--- config.mk ---
export PLATFORM = sky130hd
export DESIGN_NAME = reg_writeback_queue
export DESIGN_NICKNAME = d
export VERILOG_FILES = /design/src/rtl/reg_writeback_queue.sv
export SDC_FILE = /design/constraint.sdc
export NUM_CORES = 1
export LEC_CHECK = 0
export ABC_AREA = 1
export BUFFER_PORTS_ARGS = -buffer_cell sky130_fd_sc_hd__buf_2
export CAP_MARGIN = 20
export CORE_AREA = 5 5 187 189
export DETAILED_ROUTE_END_ITERATION = 6
export DIE_AREA = 0 0 192 194
export PLACE_DENSITY_LB_ADDON = 0.08
export SYNTH_ARGS = -nofsm -noshare
export SYNTH_HDL_FRONTEND = slang
export SYNTH_SLANG_ARGS = --single-unit
--- constraint.sdc ---
create_clock -name clk -period 3.6 [get_ports clk]
set_clock_uncertainty 0.05 [all_clocks]
set_input_delay 0.72 -clock clk [delete_from_list [all_inputs] [get_ports clk]]
set_output_delay 0.72 -clock clk [all_outputs]
set_load 0.01 [all_outputs]
--- src/rtl/reg_writeback_queue.sv ---
// Register-bank writeback queue: buffers results and drains one per cycle into the bank write port.
// Optional operand bypass lookup is built only when WB_BYPASS_EN is defined.
module reg_writeback_queue #(
  parameter int WIDTH     = 32,
  parameter int ADD_WIDTH = 5,
  parameter int DEPTH     = 4,
  parameter int PTR_W     = 2
) (
  input  logic                    clk,
  input  logic                    rst_n,
  input  logic                    flush,
  input  logic                    in_valid,
  output logic                    in_ready,
  input  logic [ADD_WIDTH-1:0]    in_reg,
  input  logic [WIDTH-1:0]        in_data,
  output logic                    wb_en,
  output logic [ADD_WIDTH-1:0]    wb_reg,
  output logic [WIDTH-1:0]        wb_data,
  output logic [2**ADD_WIDTH-1:0] pend_mask,
  output logic [PTR_W:0]          count,
  input  logic [ADD_WIDTH-1:0]    byp_reg,
  output logic                    byp_hit,
  output logic [WIDTH-1:0]        byp_data
);

  localparam logic [PTR_W:0]   FULL     = (PTR_W+1)'(DEPTH);
  localparam logic [PTR_W:0]   CNT_ONE  = (PTR_W+1)'(1);
  localparam logic [PTR_W-1:0] PTR_ONE  = PTR_W'(1);

  logic [ADD_WIDTH-1:0] q_reg  [DEPTH];
  logic [WIDTH-1:0]     q_data [DEPTH];
  logic [PTR_W-1:0]     head, tail;
  logic [PTR_W:0]       cnt;
  logic                 push, pop;

  assign in_ready = (cnt != FULL) && !flush;
  // x0 writes complete the handshake but are never enqueued
  assign push     = in_valid && in_ready && (in_reg != '0);
  assign pop      = (cnt != '0) && !flush;
  assign count    = cnt;

  always_ff @(posedge clk) begin
    if (push) begin
      q_reg[tail]  <= in_reg;
      q_data[tail] <= in_data;
    end
  end

  always_ff @(posedge clk or negedge rst_n) begin
    if (!rst_n) begin
      head    <= '0;
      tail    <= '0;
      cnt     <= '0;
      wb_en   <= 1'b0;
      wb_reg  <= '0;
      wb_data <= '0;
    end else if (flush) begin
      head  <= '0;
      tail  <= '0;
      cnt   <= '0;
      wb_en <= 1'b0;
    end else begin
      wb_en <= pop;
      if (pop) begin
        wb_reg  <= q_reg[head];
        wb_data <= q_data[head];
        head    <= head + PTR_ONE;
      end
      if (push)
        tail <= tail + PTR_ONE;
      case ({push, pop})
        2'b10:   cnt <= cnt + CNT_ONE;
        2'b01:   cnt <= cnt - CNT_ONE;
        default: cnt <= cnt;
      endcase
    end
  end

  logic [PTR_W-1:0] pm_idx;

  always_comb begin
    pend_mask = '0;
    pm_idx    = '0;
    for (int k = 0; k < DEPTH; k++) begin
      pm_idx = head + PTR_W'(k);
      if ((PTR_W+1)'(k) < cnt)
        pend_mask[q_reg[pm_idx]] = 1'b1;
    end
    if (wb_en)
      pend_mask[wb_reg] = 1'b1;
    pend_mask[0] = 1'b0;
  end

`ifdef WB_BYPASS_EN
  logic [PTR_W-1:0] bp_idx;

  // Walk oldest to newest so the youngest match wins; wb stage is lowest priority.
  always_comb begin
    byp_hit  = 1'b0;
    byp_data = '0;
    bp_idx   = '0;
    if (byp_reg != '0) begin
      if (wb_en && (wb_reg == byp_reg)) begin
        byp_hit  = 1'b1;
        byp_data = wb_data;
      end
      for (int k = 0; k < DEPTH; k++) begin
        bp_idx = head + PTR_W'(k);
        if (((PTR_W+1)'(k) < cnt) && (q_reg[bp_idx] == byp_reg)) begin
          byp_hit  = 1'b1;
          byp_data = q_data[bp_idx];
        end
      end
    end
  end
`else
  logic unused_byp;
  assign unused_byp = ^byp_reg;
  assign byp_hit    = 1'b0;
  assign byp_data   = '0;
`endif

endmodule

==> results.json, run 1 <==
{
  "netlist.area_leader.share": 0.4546,
  "hold_path.class": "in2async",
  "period_needed_ns": 3.379,
  "clockBufferDepth": 2,
  "setup_viol": 0,
  "globalRouteOverflowTotal": 0,
  "syn_to_final_growth_pct": 17.60,
  "startpoint_type": "flop",
  "ir_drop_mv": 0.3936,
  "initial_core_util": 0.2952,
  "place_ws_ns": 0.5744,
  "maxCapViolations": 0,
  "grt_util_met1": 0.2107,
  "wl_um": 29470,
  "first_pass_iters": 5,
  "slew_headroom": 0.4033,
  "worstSetupPathType": "reg2out",
  "seq_area_frac_synth": 0.5698,
  "cts.sink_count": 193,
  "hpwl_um": 21040,
  "clkTransAtPathRegs_ns": 0.07,
  "worst-slew-pin-transition_ns": 0.8941,
  "instances_no_fill": 1697,
  "powerDensity_nw_per_um2": 847.2,
  "h-tree-depth": 4,
  "outcome": "completed",
  "dp_cells": 1664,
  "port_buffers": 113,
  "synth_area_leaders": "edfxtp_1, nand2_1, dfrtp_1, nor2_1, nand3_1",
  "antenna_found_initial": 2,
  "worst_setup_path_end_kind": "output port",
  "drv_slew": 0,
  "grt_busiest_layer": "met2",
  "vias": 7723,
  "grt_max_degree": 48,
  "met2_usage": 0.2588,
  "post-route-period-util": 0.9386,
  "post_drt_wl_per_cell_um": 17.37,
  "drtAntennaViolNets": 0,
  "nets": 1289,
  "fp-row-count": 67,
  "syn_avg_cell_area_um2": 8.752,
  "largest_register_ffs": 128,
  "core_region_area_um2": 33110,
  "synth.distinct_cells": 31,
  "grt_pass1_wl_um": 45250,
  "chipWidth_um": 192,
  "viasPerCell": 4.551,
  "worst_slack_ns": 0.2209,
  "numCtsBuffers": 17,
  "synth_area_um2": 9776,
  "cts_root_buffer": "clkbuf_16",
  "synth_top_area_cell": "edfxtp_1",
  "crit_fanout": 40,
  "r2r_slack_ns": 0.92,
  "postSynthCellCount": 1117,
  "met3_usage": 0.03511,
  "cts_hold_buffers": 0,
  "reg2reg_depth": 8,
  "gp_congestion": 0.8538,
  "grt_usage": 0.1587,
  "ios": 153,
  "drt-initial-drc-count": 565,
  "power_leakage_uw": 0.004853,
  "final_layout_size_suffix_gt1_frac": 0.1530,
  "hold_viol": 0,
  "die-area_um2": 37250,
  "first_global_vias": 7495,
  "fmax_ghz": 0.2959,
  "cts_tree": "done",
  "worstSkewPairLatency_ns": 0.43,
  "hold_ws_ns": 0.2830,
  "cp.arrival_ns": 2.61,
  "drc_errors": 0,
  "synth-seq-cells": 193,
  "crit_required_ns": 2.83,
  "tns_ns": 0,
  "synth_warnings": 0,
  "die_h_um": 194
}
[cells by family (layout without fill, tap and decap cells)]
kind of cell,count (synthesis),count (layout),share of synthesized area
compound gates,88,88,0.06502
xor+xnor,2,2,0.001792
fa+ha+maj,8,8,0.01024
buf+inv,138,236,0.07014
flops,193,193,0.5698
other cells,1,35,0.0003836
simple gates,687,687,0.2826
[cells in the final DEF (no fill, tap or decap), types with 2 or more instances in the layout]
master / count
nand2_1: 357
nor2_1: 204
edfxtp_1: 148
buf_2: 113
nand3_1: 94
inv_1: 64
dfrtp_1: 45
a22oi_1: 35
conb_1: 34
a41oi_1: 25
clkbuf_16: 20
buf_4: 16
o21ai_0: 10
nor3_1: 9
ha_1: 8
nand2_2: 7
a21oi_1: 7
a31oi_1: 7
nor2_2: 6
nor2_4: 5
inv_2: 4
inv_6: 4
buf_12: 4
o22ai_1: 2
xnor2_1: 2
clkbuf_8: 2
clkinv_4: 2
buf_6: 2
[stage by stage]
step	util	total power [uW]	cell area, um2
after floorplan	-	6122	9899
after global placement	0.3275	7853	10840
after detailed placement	0.3275	7854	10840
after CTS	0.3466	9853	11480
after global routing	0.3471	10520	11490
final	0.3472	9740	11500
[power breakdown]
part / switching, uW / internal [uW]
logic: 3350 / 1350
registers: 237 / 2820
clock network: 849 / 1130
[critical path, cell delays in order (launching register included)]
cell	delay, ns
dfrtp_1	0.38
buf_6	0.28
nand2_1	0.13
nand2_2	0.27
nand2_1	0.09
nand2_1	0.12
nand3_1	0.36
nor2_1	0.20
nor2_1	0.06
nand3_1	0.12
buf_2	0.16
[area by class of cell]
class / count / area [um2]
diodes: 1 / 2.502
clock buffers: 22 / 528.0
clock inverters: 10 / 106.4
fillers: 3417 / 21620
inverters: 69 / 259.0
multi-input cells: 819 / 3681
flip-flops and latches: 193 / 5570
well taps: 448 / 560.5
repair buffers: 135 / 788.3
[layer usage]
layer  vias to the layer above  routed length [um]
li1                       3894                   -
met1                      3615               13240
met2                       175               14070
met3                        37                1486
met4                         2                 660
met5                         -                  12
[synthesized netlist by cell type, drive strengths merged]
library cell and number:
xnor2 2, nand3b 1, clkinv 1, a22oi 35
a31oi 7, nor2 215, o21bai 1, nand3 95
nor4 1, nor3 9, dfrtp 45, conb 1
edfxtp 148, buf 51, inv 68, a41oi 25
or2 1, o21ai 11, ha 8, nand2 365
o22ai 2, clkbuf 18, a21oi 7
[path summary, 6_finish.rpt]
kind                                    from            end
worst max register to register      count[0]    q_reg[3][1]
worst min-delay path                   rst_n    wb_data[23]
worst min register to register  q_data[0][7]     wb_data[7]
min in group clk                 in_data[25]  q_data[0][25]
max in group asynchronous              rst_n    wb_data[10]
worst max-delay path                 head[0]  pend_mask[30]
[what timing repair did]
item | CTS | global route
gates resized for setup | 0 | 4
setup endpoints to repair | 0 | 17
setup buffers | 0 | 0
(Power assumes the default switching activity.)
==> inputs of run 2 (changes only) <==
PLACE_DENSITY_LB_ADDON = 0.05   (was 0.08)
REMOVE_ABC_BUFFERS = 1   (was default)
clock period = 3.8 ns   (was 3.6 ns; I/O delays follow)
==> run 2 against run 1 <==
  * Sequential share of layout area is 0.33 points higher
  * Non-clock buffer count is 1 lower
  * Sequential cell count unchanged
  * Critical path type unchanged
  * Highest routed layer unchanged
==> results.json, run 2 (same netlist as run 1, synthesis figures left out) <==
{
  "hold_viol": 0,
  "r2r_end": "q_reg[2][4]",
  "r2r_slack_ns": 1.11,
  "post-route-period-util": 0.9350,
  "grt_max_degree": 43,
  "clockBufferDepth": 2,
  "drtAntennaViolNets": 0,
  "cp.arrival_ns": 2.74,
  "worst_path_largest_cell_delay_ns": 0.50,
  "drc_errors": 0,
  "first_pass_iters": 5,
  "mostFrequentLayoutCells": "nand2_1, nor2_1, edfxtp_1",
  "outcome": "completed",
  "reg2reg_depth": 8,
  "fillers": 3447,
  "startpoint_type": "flop",
  "cts_root_buffer": "clkbuf_16",
  "reg2reg_from": "count[0]",
  "worstSetupPathType": "reg2out",
  "final_layout_size_suffix_gt1_frac": 0.1508,
  "die_h_um": 194,
  "layout_commonest_cell": "nand2_1",
  "cp_cell_sequence": "inv_2 -> buf_4 -> nand2_1 -> nand3_1 -> nand2_1 -> nor2_1 -> nand2_1 -> nand2_1 -> nor2_1 -> nand2_1 -> buf_2",
  "port_buffers": 113,
  "wl_um": 29900,
  "grt_pass1_wl_um": 45800,
  "tns_ns": 0,
  "drt-initial-drc-count": 560,
  "crit_fanout": 36,
  "place_ws_ns": 0.6719,
  "antenna_found_initial": 2,
  "crit_required_ns": 2.99,
  "dpl_cell_area_um2": 10840,
  "globalRouteOverflowTotal": 0,
  "cts_tree": "done",
  "vias": 7894,
  "powerDensity_nw_per_um2": 791.5,
  "hold_path.class": "in2async",
  "hold_ws_ns": 0.2604,
  "clkTransAtPathRegs_ns": 0.07,
  "core_region_area_um2": 33110,
  "worst_slack_ns": 0.2470,
  "fp-row-count": 67,
  "rsz0062_at_grt": "true",
  "drv_slew": 0,
  "gp_congestion": 0.8541,
  "power_leakage_uw": 0.004807,
  "cp_slowest_cell": "dfrtp_1",
  "die-area_um2": 37250,
  "nets": 1288,
  "worstSkewPairLatency_ns": 0.43,
  "ir_drop_mv": 0.4323,
  "cts_hold_buffers": 0,
  "post_drt_wl_per_cell_um": 17.62,
  "chipWidth_um": 192,
  "first_global_vias": 7837,
  "cts.sink_count": 193,
  "largest_register_ffs": 128,
  "worst-slew-pin-transition_ns": 0.8488,
  "viasPerCell": 4.652,
  "grt_usage": 0.1606,
  "worst_setup_path_end_kind": "output port",
  "ios": 153,
  "maxCapViolations": 0,
  "setup_viol": 0,
  "crit_top_cell": "nand2_1",
  "numCtsBuffers": 17,
  "slew_headroom": 0.4333,
  "period_needed_ns": 3.553,
  "final_cell_area_um2": 11420,
  "h-tree-depth": 4,
  "initial_core_util": 0.2952,
  "fmax_ghz": 0.2815,
  "hpwl_um": 21170,
  "syn_to_final_growth_pct": 16.79
}
## run 2: cell types whose count changed in the layout (fill, tap and decap cells not counted), sizes merged
cell    delta
clkinv     +2
clkbuf     +2
buf        -1
inv        -4
diode      +1
## run 2: layout make-up
class                   instances  area (um2)  area share
flip-flops and latches        193        5570      0.4879
multi-input cells             819        3679      0.3222
repair buffers                134       773.2     0.06773
well taps                     448       560.5     0.04910
clock buffers                  24       491.7     0.04307
inverters                      69       259.0     0.02268
clock inverters                 8       78.83    0.006904
diodes                          2       5.005   0.0004384
## run 2: worst max path at each step
stage	start	to	slack, ns	depth (start not counted)
final	head[0]	pend_mask[15]	0.25	11
after CTS	head[0]	pend_mask[19]	0.19	10
after global routing	head[0]	pend_mask[3]	-0.002	11
after floorplan	flush	q_data[0][0]	0.45	5
after detailed placement	head[0]	pend_mask[19]	0.67	10
after global placement	head[0]	pend_mask[19]	0.67	10
## run 2: power by group
| part | internal, uW | switching [uW] |
|---|---|---|
| sequential | 2670 | 251 |
| clock | 976 | 752 |
| combinational | 1260 | 3130 |
## run 2: through the flow
step	total power [uW]	instances	utilization
after global placement	7423	1663	0.3273
after floorplan	5623	1081	-
after global routing	9784	1695	0.3446
after detailed placement	7430	1663	0.3273
after CTS	9188	1695	0.3445
final	9037	1697	0.3448
## run 2: worst max-delay path: cells and delay by family (launching register included)
kind,cells,cell delay [ns]
DFF,1,0.50
and+or+nand+nor,8,1.14
buffers and inverters,3,0.67
## run 2: routing by layer
layer,up-vias,wire (um),GRT usage
li1,3892,-,-
met2,210,14670,0.2711
met5,-,20,0
met3,43,1468,0.02863
met1,3747,12980,0.2083
met4,2,761,0.05335
## run 2: timing repair
action,CTS,global route
buffers inserted,0,0
gates resized for setup,0,1
endpoints found under the setup margin,0,3
==> inputs of run 3 (changes only) <==
CELL_PAD_IN_SITES_DETAIL_PLACEMENT = 1   (was default)
CELL_PAD_IN_SITES_GLOBAL_PLACEMENT = 1   (was default)
MAX_ROUTING_LAYER = met4   (was default)
==> run 3 against run 2 <==
  * Non-clock buffer count unchanged
  * Worst setup slack improved by 0.016 ns
  * Sequential share of layout area decreased by 0.14 points
  * Global-route usage increased by 1.5 points
  * Final area increased by 0.30%
  * Critical path type unchanged
  * Sequential cell count stayed put
  * Die area is the same
==> results.json, run 3 (same netlist as run 1, synthesis figures left out) <==
{
  "outcome": "completed",
  "cp_num_buf_inv": 3,
  "fmax_ghz": 0.2827,
  "port_buffers": 113,
  "layout_commonest_cell": "nand2_1",
  "drv_slew": 0,
  "cts_hold_buffers": 0,
  "startpoint_type": "flop",
  "clkTransAtPathRegs_ns": 0.07,
  "rsz0062_at_grt": "false",
  "first_global_vias": 8338,
  "grt_pass1_wl_um": 48710,
  "regArea_um2": 5570,
  "setup_viol": 0,
  "r2r_slack_ns": 1.25,
  "fp-row-count": 67,
  "post_drt_wl_per_cell_um": 18.64,
  "ir_drop_mv": 0.3902,
  "vias": 7862,
  "largest_register_ffs": 128,
  "die-area_um2": 37250,
  "reg2reg_from": "count[0]",
  "drtAntennaViolNets": 0,
  "tns_ns": 0,
  "slew_headroom": 0.4017,
  "cp_slowest_cell": "dfrtp_1",
  "grt_max_degree": 41,
  "cp_top_family": "simple AND/OR/NAND/NOR gates",
  "power_uw": 9220,
  "reg2reg_depth": 8,
  "worstSkewPairLatency_ns": 0.43,
  "nets": 1288,
  "syn_to_final_growth_pct": 17.14,
  "r2r_end": "q_data[3][12]",
  "worst-slew-pin-transition_ns": 0.8964,
  "drc_errors": 0,
  "clockBufferDepth": 2,
  "drt-initial-drc-count": 372,
  "hpwl_um": 22870,
  "final_layout_size_suffix_gt1_frac": 0.1485,
  "powerDensity_nw_per_um2": 805.1,
  "cp_cell_sequence": "buf_6 -> nand2_1 -> nand2_2 -> nand2_1 -> nand2_2 -> nand3_1 -> inv_1 -> nand2_1 -> nand3_1 -> buf_2",
  "ios": 153,
  "gp_congestion": 0.8484,
  "die_h_um": 194,
  "cp.arrival_ns": 2.73,
  "viasPerCell": 4.636,
  "hold_path.class": "in2async",
  "numCtsBuffers": 17,
  "cts_root_buffer": "clkbuf_16",
  "post-route-period-util": 0.9308,
  "instances_no_fill": 1696,
  "crit_fanout": 40,
  "dp_cells": 1663,
  "wl_um": 31610,
  "chipWidth_um": 192,
  "globalRouteOverflowTotal": 0,
  "worst_setup_path_end_kind": "output port",
  "multiInputGateArea_um2": 3674,
  "maxCapViolations": 0,
  "crit_required_ns": 2.99,
  "h-tree-depth": 4,
  "hold_viol": 0,
  "period_needed_ns": 3.537,
  "fillers": 3921,
  "grt_usage": 0.1758,
  "worstSetupPathType": "reg2out",
  "initial_core_util": 0.2952,
  "antenna_found_initial": 2,
  "crit_top_cell": "nand2_1",
  "worst_path_largest_cell_delay_ns": 0.39,
  "core_region_area_um2": 33110,
  "power_leakage_uw": 0.004802,
  "cts.sink_count": 193,
  "first_pass_iters": 4,
  "mostFrequentLayoutCells": "nand2_1, nor2_1, edfxtp_1",
  "cts_tree": "done"
}
==> run 3: area by class of cell <==
type                       instances  share of cell area
clock inverter                    12             0.01388
antenna                            2           0.0004371
tap                              448             0.04895
clock buffer                      19             0.03781
sequential                       193              0.4865
multi-input combinational        819              0.3208
inverter                          69             0.02273
timing repair buffer             134             0.06895
==> run 3: what timing repair did <==
action	4_1_cts	5_1_grt
setup buffers	0	0
endpoints found under the setup margin	0	9
gates resized for setup	0	2
==> run 3: power by group <==
part / internal [uW] / switching [uW] / leakage (uW)
sequential: 2670 / 233 / 0.00187
combinational: 1260 / 3250 / 0.00266
clock: 1040 / 767 / 0.000274
==> run 3: worst max path at each step <==
stage	startpoint	endpoint	slack, ns	cells past startpoint
after global routing	head[0]	pend_mask[29]	0.007	10
after global placement	head[0]	pend_mask[29]	0.58	10
after detailed placement	head[0]	pend_mask[29]	0.58	10
after CTS	head[0]	pend_mask[29]	0.1	10
after floorplan	flush	q_data[0][0]	0.45	5
final	head[0]	pend_mask[29]	0.26	10
==> run 3: metrics by stage <==
stage / cell area [um2] / utilization / hold slack, ns / worst slack (ns)
global route: 11450 / 0.3458 / 0.3787 / 0.007000
floorplan: 9473 / - / 0.4144 / 0.4534
finish: 11450 / 0.3458 / 0.3542 / 0.2631
global placement: 10850 / 0.3276 / 0.4698 / 0.5790
CTS: 11440 / 0.3455 / 0.3538 / 0.09581
detailed placement: 10850 / 0.3276 / 0.4844 / 0.5790
==> run 3: metal layers <==
metal	vias up	part of all wire	GRT usage
met5	-	0	-
met1	3812	0.44	0.2167
met3	19	0.038	0.02737
li1	3892	-	-
met2	139	0.51	0.3070
met4	0	0.011	0.03487
